===== config.mk =====
export PLATFORM = sky130hd
export DESIGN_NAME = micro_simd_seq
export DESIGN_NICKNAME = d
export VERILOG_FILES = /design/src/rtl/micro_simd_pkg.sv /design/src/rtl/simd_lane_unit.sv /design/src/rtl/micro_simd_seq.sv
export SDC_FILE = /design/constraint.sdc
export NUM_CORES = 1
export LEC_CHECK = 0
export ABC_AREA = 1
export ABC_CLOCK_PERIOD_IN_PS = 8800
export CAP_MARGIN = 5
export CORE_MARGIN = 4
export CORE_UTILIZATION = 33
export CTS_CLUSTER_DIAMETER = 120
export CTS_CLUSTER_SIZE = 30
export DETAILED_ROUTE_END_ITERATION = 10
export REMOVE_ABC_BUFFERS = 1
export SYNTH_ARGS = -nofsm -noshare
export SYNTH_HDL_FRONTEND = slang
export SYNTH_SLANG_ARGS = --single-unit

===== constraint.sdc =====
create_clock -name i_CLK -period 8.8 [get_ports i_CLK]
set_input_delay 2.64 -clock i_CLK [delete_from_list [all_inputs] [get_ports i_CLK]]
set_output_delay 2.64 -clock i_CLK [all_outputs]
set_load 0.01 [all_outputs]

===== src/rtl/micro_simd_pkg.sv =====
// micro_simd_pkg: shared op codes, FSM states and flag indices for the micro-SIMD sequencer
package micro_simd_pkg;
  localparam int DEF_LANE_W = 4;
  localparam logic [2:0] SADD = 3'b001;
  localparam logic [2:0] SMUL = 3'b010;
  localparam logic [2:0] SSFT = 3'b011;
  localparam int FLAG_N = 3;
  localparam int FLAG_Z = 2;
  localparam int FLAG_C = 1;
  localparam int FLAG_V = 0;
  typedef enum logic [1:0] {IDLE, RUN, DONE} state_e;
endpackage


===== src/rtl/simd_lane_unit.sv =====
// simd_lane_unit: combinational single-lane ALU (add, multiply, shift, pass-through)
module simd_lane_unit
  import micro_simd_pkg::*;
#(
  parameter int W = DEF_LANE_W
) (
  input  logic [2:0]   ctrl_i,
  input  logic [W-1:0] a_i,
  input  logic [W-1:0] b_i,
  output logic [W-1:0] r_o,
  output logic         c_o
);
  logic [W:0]     sum;
  logic [2*W-1:0] prod;
  logic [W-1:0]   shl;
  always_comb begin
    sum  = {1'b0, a_i} + {1'b0, b_i};
    prod = {{W{1'b0}}, a_i} * {{W{1'b0}}, b_i};
    shl  = a_i << b_i;
    r_o  = ctrl_i == SADD ? sum[W-1:0] : ctrl_i == SMUL ? prod[W-1:0] : ctrl_i == SSFT ? shl : b_i;
    c_o  = ctrl_i == SADD ? sum[W] : ctrl_i == SMUL ? prod[W] : 1'b0;
  end
endmodule


===== src/rtl/micro_simd_seq.sv =====
// micro_simd_seq: sequences one SIMD instruction over all lanes using NUM_UNITS shared lane ALUs
module micro_simd_seq
  import micro_simd_pkg::*;
#(
  parameter int WORD_W    = 32,
  parameter int LANE_W    = micro_simd_pkg::DEF_LANE_W,
  parameter int NUM_UNITS = 2
) (
  input  logic                     i_CLK,
  input  logic                     i_RSTn,
  input  logic                     i_VALID,
  output logic                     o_READY,
  input  logic [2:0]               i_CTRL,
  input  logic [WORD_W-1:0]        i_SRC1,
  input  logic [WORD_W-1:0]        i_SRC2,
  output logic                     o_VALID,
  input  logic                     i_READY,
  output logic [WORD_W-1:0]        o_RES,
  output logic [WORD_W/LANE_W-1:0] o_CARRY,
  output logic [3:0]               o_FLAGS
);
  localparam int LANES  = WORD_W / LANE_W;
  localparam int PASSES = LANES / NUM_UNITS;
  localparam int PW     = PASSES > 1 ? $clog2(PASSES) : 1;
  if (LANES % NUM_UNITS != 0) begin : g_bad_units
    $error("NUM_UNITS must divide the lane count");
  end
  state_e            state_q, state_d;
  logic [PW-1:0]     pass_q, pass_d;
  logic [2:0]        ctrl_q, ctrl_d;
  logic [WORD_W-1:0] a_q, a_d, b_q, b_d, res_q, res_d;
  logic [LANES-1:0]  carry_q, carry_d;
  logic [LANE_W-1:0] ur [NUM_UNITS];
  logic [NUM_UNITS-1:0] uc;
  for (genvar u = 0; u < NUM_UNITS; u++) begin : g_unit
    simd_lane_unit #(.W(LANE_W)) u_alu (
      .ctrl_i(ctrl_q),
      .a_i   (a_q[(int'(pass_q) * NUM_UNITS + u) * LANE_W +: LANE_W]),
      .b_i   (b_q[(int'(pass_q) * NUM_UNITS + u) * LANE_W +: LANE_W]),
      .r_o   (ur[u]),
      .c_o   (uc[u])
    );
  end
  always_comb begin
    state_d = state_q;
    pass_d  = pass_q;
    ctrl_d  = ctrl_q;
    a_d     = a_q;
    b_d     = b_q;
    res_d   = res_q;
    carry_d = carry_q;
    if (state_q == IDLE && i_VALID) begin
      ctrl_d  = i_CTRL;
      a_d     = i_SRC1;
      b_d     = i_SRC2;
      res_d   = '0;
      carry_d = '0;
      pass_d  = '0;
      state_d = RUN;
    end else if (state_q == RUN) begin
      for (int u = 0; u < NUM_UNITS; u++) begin
        res_d[(int'(pass_q) * NUM_UNITS + u) * LANE_W +: LANE_W] = ur[u];
        carry_d[int'(pass_q) * NUM_UNITS + u] = uc[u];
      end
      pass_d  = pass_q == PW'(PASSES - 1) ? '0 : pass_q + 1'b1;
      state_d = pass_q == PW'(PASSES - 1) ? DONE : RUN;
    end else if (state_q == DONE && i_READY) begin
      state_d = IDLE;
    end
  end
  always_ff @(posedge i_CLK or negedge i_RSTn) begin
    if (!i_RSTn) begin
      state_q <= IDLE;
      pass_q  <= '0;
      ctrl_q  <= '0;
      a_q     <= '0;
      b_q     <= '0;
      res_q   <= '0;
      carry_q <= '0;
    end else begin
      state_q <= state_d;
      pass_q  <= pass_d;
      ctrl_q  <= ctrl_d;
      a_q     <= a_d;
      b_q     <= b_d;
      res_q   <= res_d;
      carry_q <= carry_d;
    end
  end
  assign o_READY = state_q == IDLE;
  assign o_VALID = state_q == DONE;
  assign o_RES   = res_q;
  assign o_CARRY = carry_q;
  always_comb begin
    o_FLAGS         = '0;
    o_FLAGS[FLAG_N] = res_q[WORD_W-1];
    o_FLAGS[FLAG_Z] = res_q == '0;
    o_FLAGS[FLAG_C] = |carry_q;
    o_FLAGS[FLAG_V] = 1'b0;
  end
endmodule

* Yosys cells after proc, flatten, opt, wreduce, memory -nomap -nowiden
Index checks and enable logic that the tools add are counted.
** Storage, ports and cells
- Flip-flop bits (word level) :: 111
- Bits in latches :: 0
- Memory bits (writable) :: 0
- Output and inout bits :: 46
- Memories :: 0
- Memory bits (read-only) :: 0
** Operators by class
- Order comparisons :: 4
- Add/sub/neg operators :: 6
- Multipliers :: 2
- Div/mod/pow operators :: 0
- Multiplexer cells :: 29
- Reductions and logical operators :: 9
- Shifts and indexed selects :: 10
- Equal/unequal tests :: 6
- Bitwise gates (word level) :: 0
** Operators by type and width (number)
- 4-bit by 33-bit variable shift with 32-bit output (first input constant) :: 2
- 4-bit by 33-bit variable part select with 32-bit output :: 2
- 32-bit bitwise mux :: 2
- 32-bit two-way mux :: 2
- 32-bit by 32-bit variable part select with 4-bit output :: 2
- 32-bit by 6-bit variable part select with 4-bit output :: 2
- 32-bit negation with 33-bit output :: 1
- 5-bit negation with 33-bit output :: 1
- 32-bit logical NOT :: 1
- 4-bit two-way mux :: 6
- 8-bit bitwise mux :: 2
- 8-bit two-way mux :: 2
- 2-bit two-way mux :: 7
- 4-bit by 4-bit adder with 5-bit output :: 2
- 4-bit by 4-bit multiplier with 5-bit output :: 2
- 8-bit OR reduction :: 1
- 4-bit by 4-bit left shift with 4-bit output :: 2
- 3-bit by 2-bit equality test with 1-bit output (second input constant) :: 2
- 1-bit two-way mux :: 6
- 3-bit by 1-bit adder with 4-bit output (second input constant) :: 1
- 2-bit equality test (second input constant) :: 2
- 4-bit by 1-bit greater-or-equal comparator with 1-bit output (second input constant) :: 1
- 1-bit logical AND :: 4
- 3-bit by 4-bit less-than comparator with 1-bit output (second input constant) :: 1
- other kinds (10) :: 10

* Depth between registers and ports, before layout
- Depth after elaboration :: 10
- Mapped depth :: 19

* Hierarchy
A second synthesis with hierarchy kept.
** Second synthesis, totals
- Cells, all modules :: 898
- Area, all modules :: 6459.9 µm²
** Modules (own cells, without submodules)
- micro_simd_seq :: instances 1, area each 5137.4 µm², cells an instance 666, sequential area each 2777.7 µm²
- simd_lane_unit at g_unit[1].u_alu :: instances 1, area each 673.1 µm², cells an instance 116, sequential area each 0.0 µm²
- simd_lane_unit at g_unit[0].u_alu :: instances 1, area each 649.4 µm², cells an instance 116, sequential area each 0.0 µm²

* Least setup slack after synthesis
OpenSTA, ideal clock, no wires.
- Path kind :: register -> output
- Start point :: register res_q[9], in the netlist o_RES[9]
- End point :: output o_FLAGS[2]
- Data arrival time :: 1.185 ns
- Cell stages (with the launch flop) :: 4
- Setup slack :: 4.975 ns
- Path buffers :: 0
- Cells stage by stage :: dfrtp_1 nor4_1 nand3_1 nor4_1
** On the way
- Longest elaborated chain between the ends :: 1
** RTL lines
- from (decl) :: line micro_simd_seq.sv:31 : logic [WORD_W-1:0] a_q, a_d, b_q, b_d, res_q, res_d;
- from (signal assigned) :: line micro_simd_seq.sv:86 : res_q <= res_d;
- 32-bit logical NOT :: line micro_simd_seq.sv:97 : o_FLAGS[FLAG_Z] = res_q == '0;
- to (decl) :: line micro_simd_seq.sv:20 : output logic [3:0] o_FLAGS
No other way between the ends.

* Worst setup path in the final report
- Start point :: register res_q[25], in the netlist o_RES[25]
- End point :: output o_FLAGS[2]
The elaborated chain is that of the path after synthesis.

==> results.cfg <==
[routing]
route.met3.wl_um = 828
m1WireLength_um = 7920
drt_first_pass_iters = 5
wl_per_cell_um = 14.5
dr_total_vias = 5469
route.detailed.drc = 0
wirelength_um = 16500
drt_iter0_drc = 332
highest_layer = met4
antenna_left = 0
dr_wl_met2_um = 7390
via_per_inst = 4.80

[power_and_ir_drop]
p_per_area_nw_per_um2 = 123
ir_worst_vdd_mv = 0.0912
power.leakage_nw = 3.91

[clock_network]
cts-root-buf = clkbuf_16
cts_resized = 0
clockBufferDepth = 2
clock_sinks = 111
clkTransAtPathRegs_ns = 0.08
htree_levels = 3
cts_tree = done
clk_latency_ns = 0.36
hold_buffers = 0
postCtsSetupBuffers = 0
tritoncts.num_buffers = 9

[sta]
setup_tns_ns = 0
rsz0062_at_grt = false
fin_crit_sh_pct = 55.0
max_slew_margin_pct = 31.6
final_hold_viol_count = 0
timing.hold.ws_ns = 0.508
fin_skew_ns = 0.00909
maxSlewViolCount = 0
tightest_slew_ns = 1.03
setup_viol = 0
min_period_ns = 4.84
fmax_mhz = 207

[logic_synthesis]
yosysMostFrequentCell = nand2_1
yosysWarnings = 0
synth.avg_cell_area_um2 = 8.26
ys_seq_elements = 111
synth.area.top_cells = dfrtp_1, nand2_1, mux2_2, nand3_1, inv_1
syn_inst = 771
synth_common_cells = nand2_1, dfrtp_1, inv_1, nand3_1, nor2_1
synth_area_um2 = 6370
async_reset_ff_share_pct = 100
post-synth-top-area-cell = dfrtp_1
synth_top_area_share_pct = 43.6
synth-edff-count = 0
synth_ff_type = dfrtp_1
ys_seq_area_share_pct = 43.6
ys_types = 39

[setup_path]
r2r_setup_slack_ns = 4.72
worstPathArrival_ns = 2.20
reg2reg_depth = 17
crit_type = flop to primary output
r2r_start = pass_q[0]
rr_endpoint = o_CARRY[1]
critical_path_required_ns = 6.16
cp-end-kind = primary output
crit_path_start_kind = flop
worstPathMaxFanout = 3

[die]
core_um2 = 18800
die_x_um = 147
ioPinCount = 117
start_util_pct = 33.8
die_h_um = 147
dieArea_um2 = 21600
row_count = 50

[layout]
fin_nets = 976
antennaDiodeCount = 0
nFillCells = 1926
seq_area_um2 = 2780
multi_input_comb_area_um2 = 3110
final_layout_size_suffix_gt1_share_pct = 11.7
area_delta_synth_final_pct = 26.4

[hold_path]
holdCritStartpoint = b_q[28]
worstHoldEndpoint = b_q[28]
hold_class = flop to flop
hold-path-cell-count = 1

[global_routing]
grt_max_degree = 80
antenna_found_initial = 0
gr-usage-all-layers_pct = 15.5
grt-ovfl-total = 0
grt_pass1_wl_um = 27200
grt_pass1_vias = 5258

[placed_design]
io_buffers = 115
dp_hpwl_um = 12000
place.gp.congestion = 0.893

[outcome]
status = completed

[run]
maxCapViolCount = 0
==> worst max-delay path by stage <==
stage | depth (start not counted) | slack [ns] | from | end
final | 4 | 3.96 | o_RES[25] | o_FLAGS[2]
after global routing | 4 | 3.84 | o_RES[25] | o_FLAGS[2]
after CTS | 4 | 3.91 | o_RES[25] | o_FLAGS[2]
after detailed placement | 4 | 4.06 | i_VALID | a_q[12]
after global placement | 4 | 4.11 | i_VALID | b_q[20]
after floorplan | 5 | 3.55 | i_VALID | o_RES[7]
==> cell usage in the layout (no fill, tap or decap), types with 4 or more instances in the layout <==
cell | Yosys | final
nand2_1 | 206 | 205
clkdlybuf4s50_1 | 0 | 114
dfrtp_1 | 111 | 111
inv_1 | 78 | 78
nand3_1 | 63 | 63
nor2_1 | 52 | 52
a21oi_1 | 49 | 49
mux2_2 | 35 | 35
ha_1 | 22 | 22
nand4_1 | 19 | 19
nand2_2 | 18 | 18
o21ai_0 | 14 | 14
nor4_1 | 9 | 9
clkbuf_16 | 0 | 9
inv_2 | 8 | 8
o211ai_1 | 8 | 8
o21ai_1 | 8 | 8
fa_1 | 8 | 8
buf_4 | 4 | 6
xor2_1 | 4 | 4
==> per-stage QoR <==
step	worst slack (ns)	std cells	total power [W]	cell area, um2	utilization, %
finish	3.96	1140	0.000987	8050	42.7
global route	3.84	1140	0.00103	8050	42.7
CTS	3.91	1140	0.00100	8050	42.7
detailed placement	4.06	1124	0.000564	7730	41.1
global placement	4.11	1124	0.000564	7730	41.1
floorplan	3.55	744	0.000520	6210	-
==> power by group <==
part	switching (W)	internal (W)
logic	0.0000155	0.0000273
registers	0	0.000509
clock network	0.000208	0.000228
total	0.000223	0.000764
==> critical path, cell delays in order (launching register included) <==
cell,delay (ns)
dfrtp_1,0.39
nor4_1,0.50
nand4_1,0.16
nor4_1,0.20
clkdlybuf4s50_1,0.60
==> registers in the layout, indices dropped and copies added, names as in the netlist <==
register and flops:
b_q 32, o_CARRY 8, pass_q 2, ctrl_q 3
state_q 2, a_q 32, o_RES 32
==> area by class of cell <==
| class | instances | share of cell area (%) |
|---|---|---|
| inverters | 89 | 4.15 |
| flip-flops and latches | 111 | 34.5 |
| well taps | 260 | 4.04 |
| clock inverters | 7 | 1.13 |
| clock buffers | 9 | 2.80 |
| repair buffers | 120 | 14.7 |
| multi-input cells | 544 | 38.6 |
==> kinds of logic (layout without fill, tap and decap cells) <==
logic type / count (synthesis) / count (layout) / synth area share (%)
AO/OA/AOI/OAI: 91 / 91 / 8.25
XOR/XNOR: 5 / 5 / 0.688
adder cells (fa/ha/maj): 30 / 30 / 6.84
buffers and inverters: 116 / 225 / 7.68
flip-flops: 111 / 111 / 43.6
multiplexers: 35 / 35 / 6.19
other: 1 / 1 / 0.0589
AND/OR/NAND/NOR: 382 / 382 / 26.7
==> layer usage <==
metal	vias up	global-route usage [%]
met5	-	0
met4	0	5.22
met3	26	2.78
met2	142	23.8
met1	2565	22.1
li1	2736	-
Note: power is estimated with default switching activity, not from simulation.
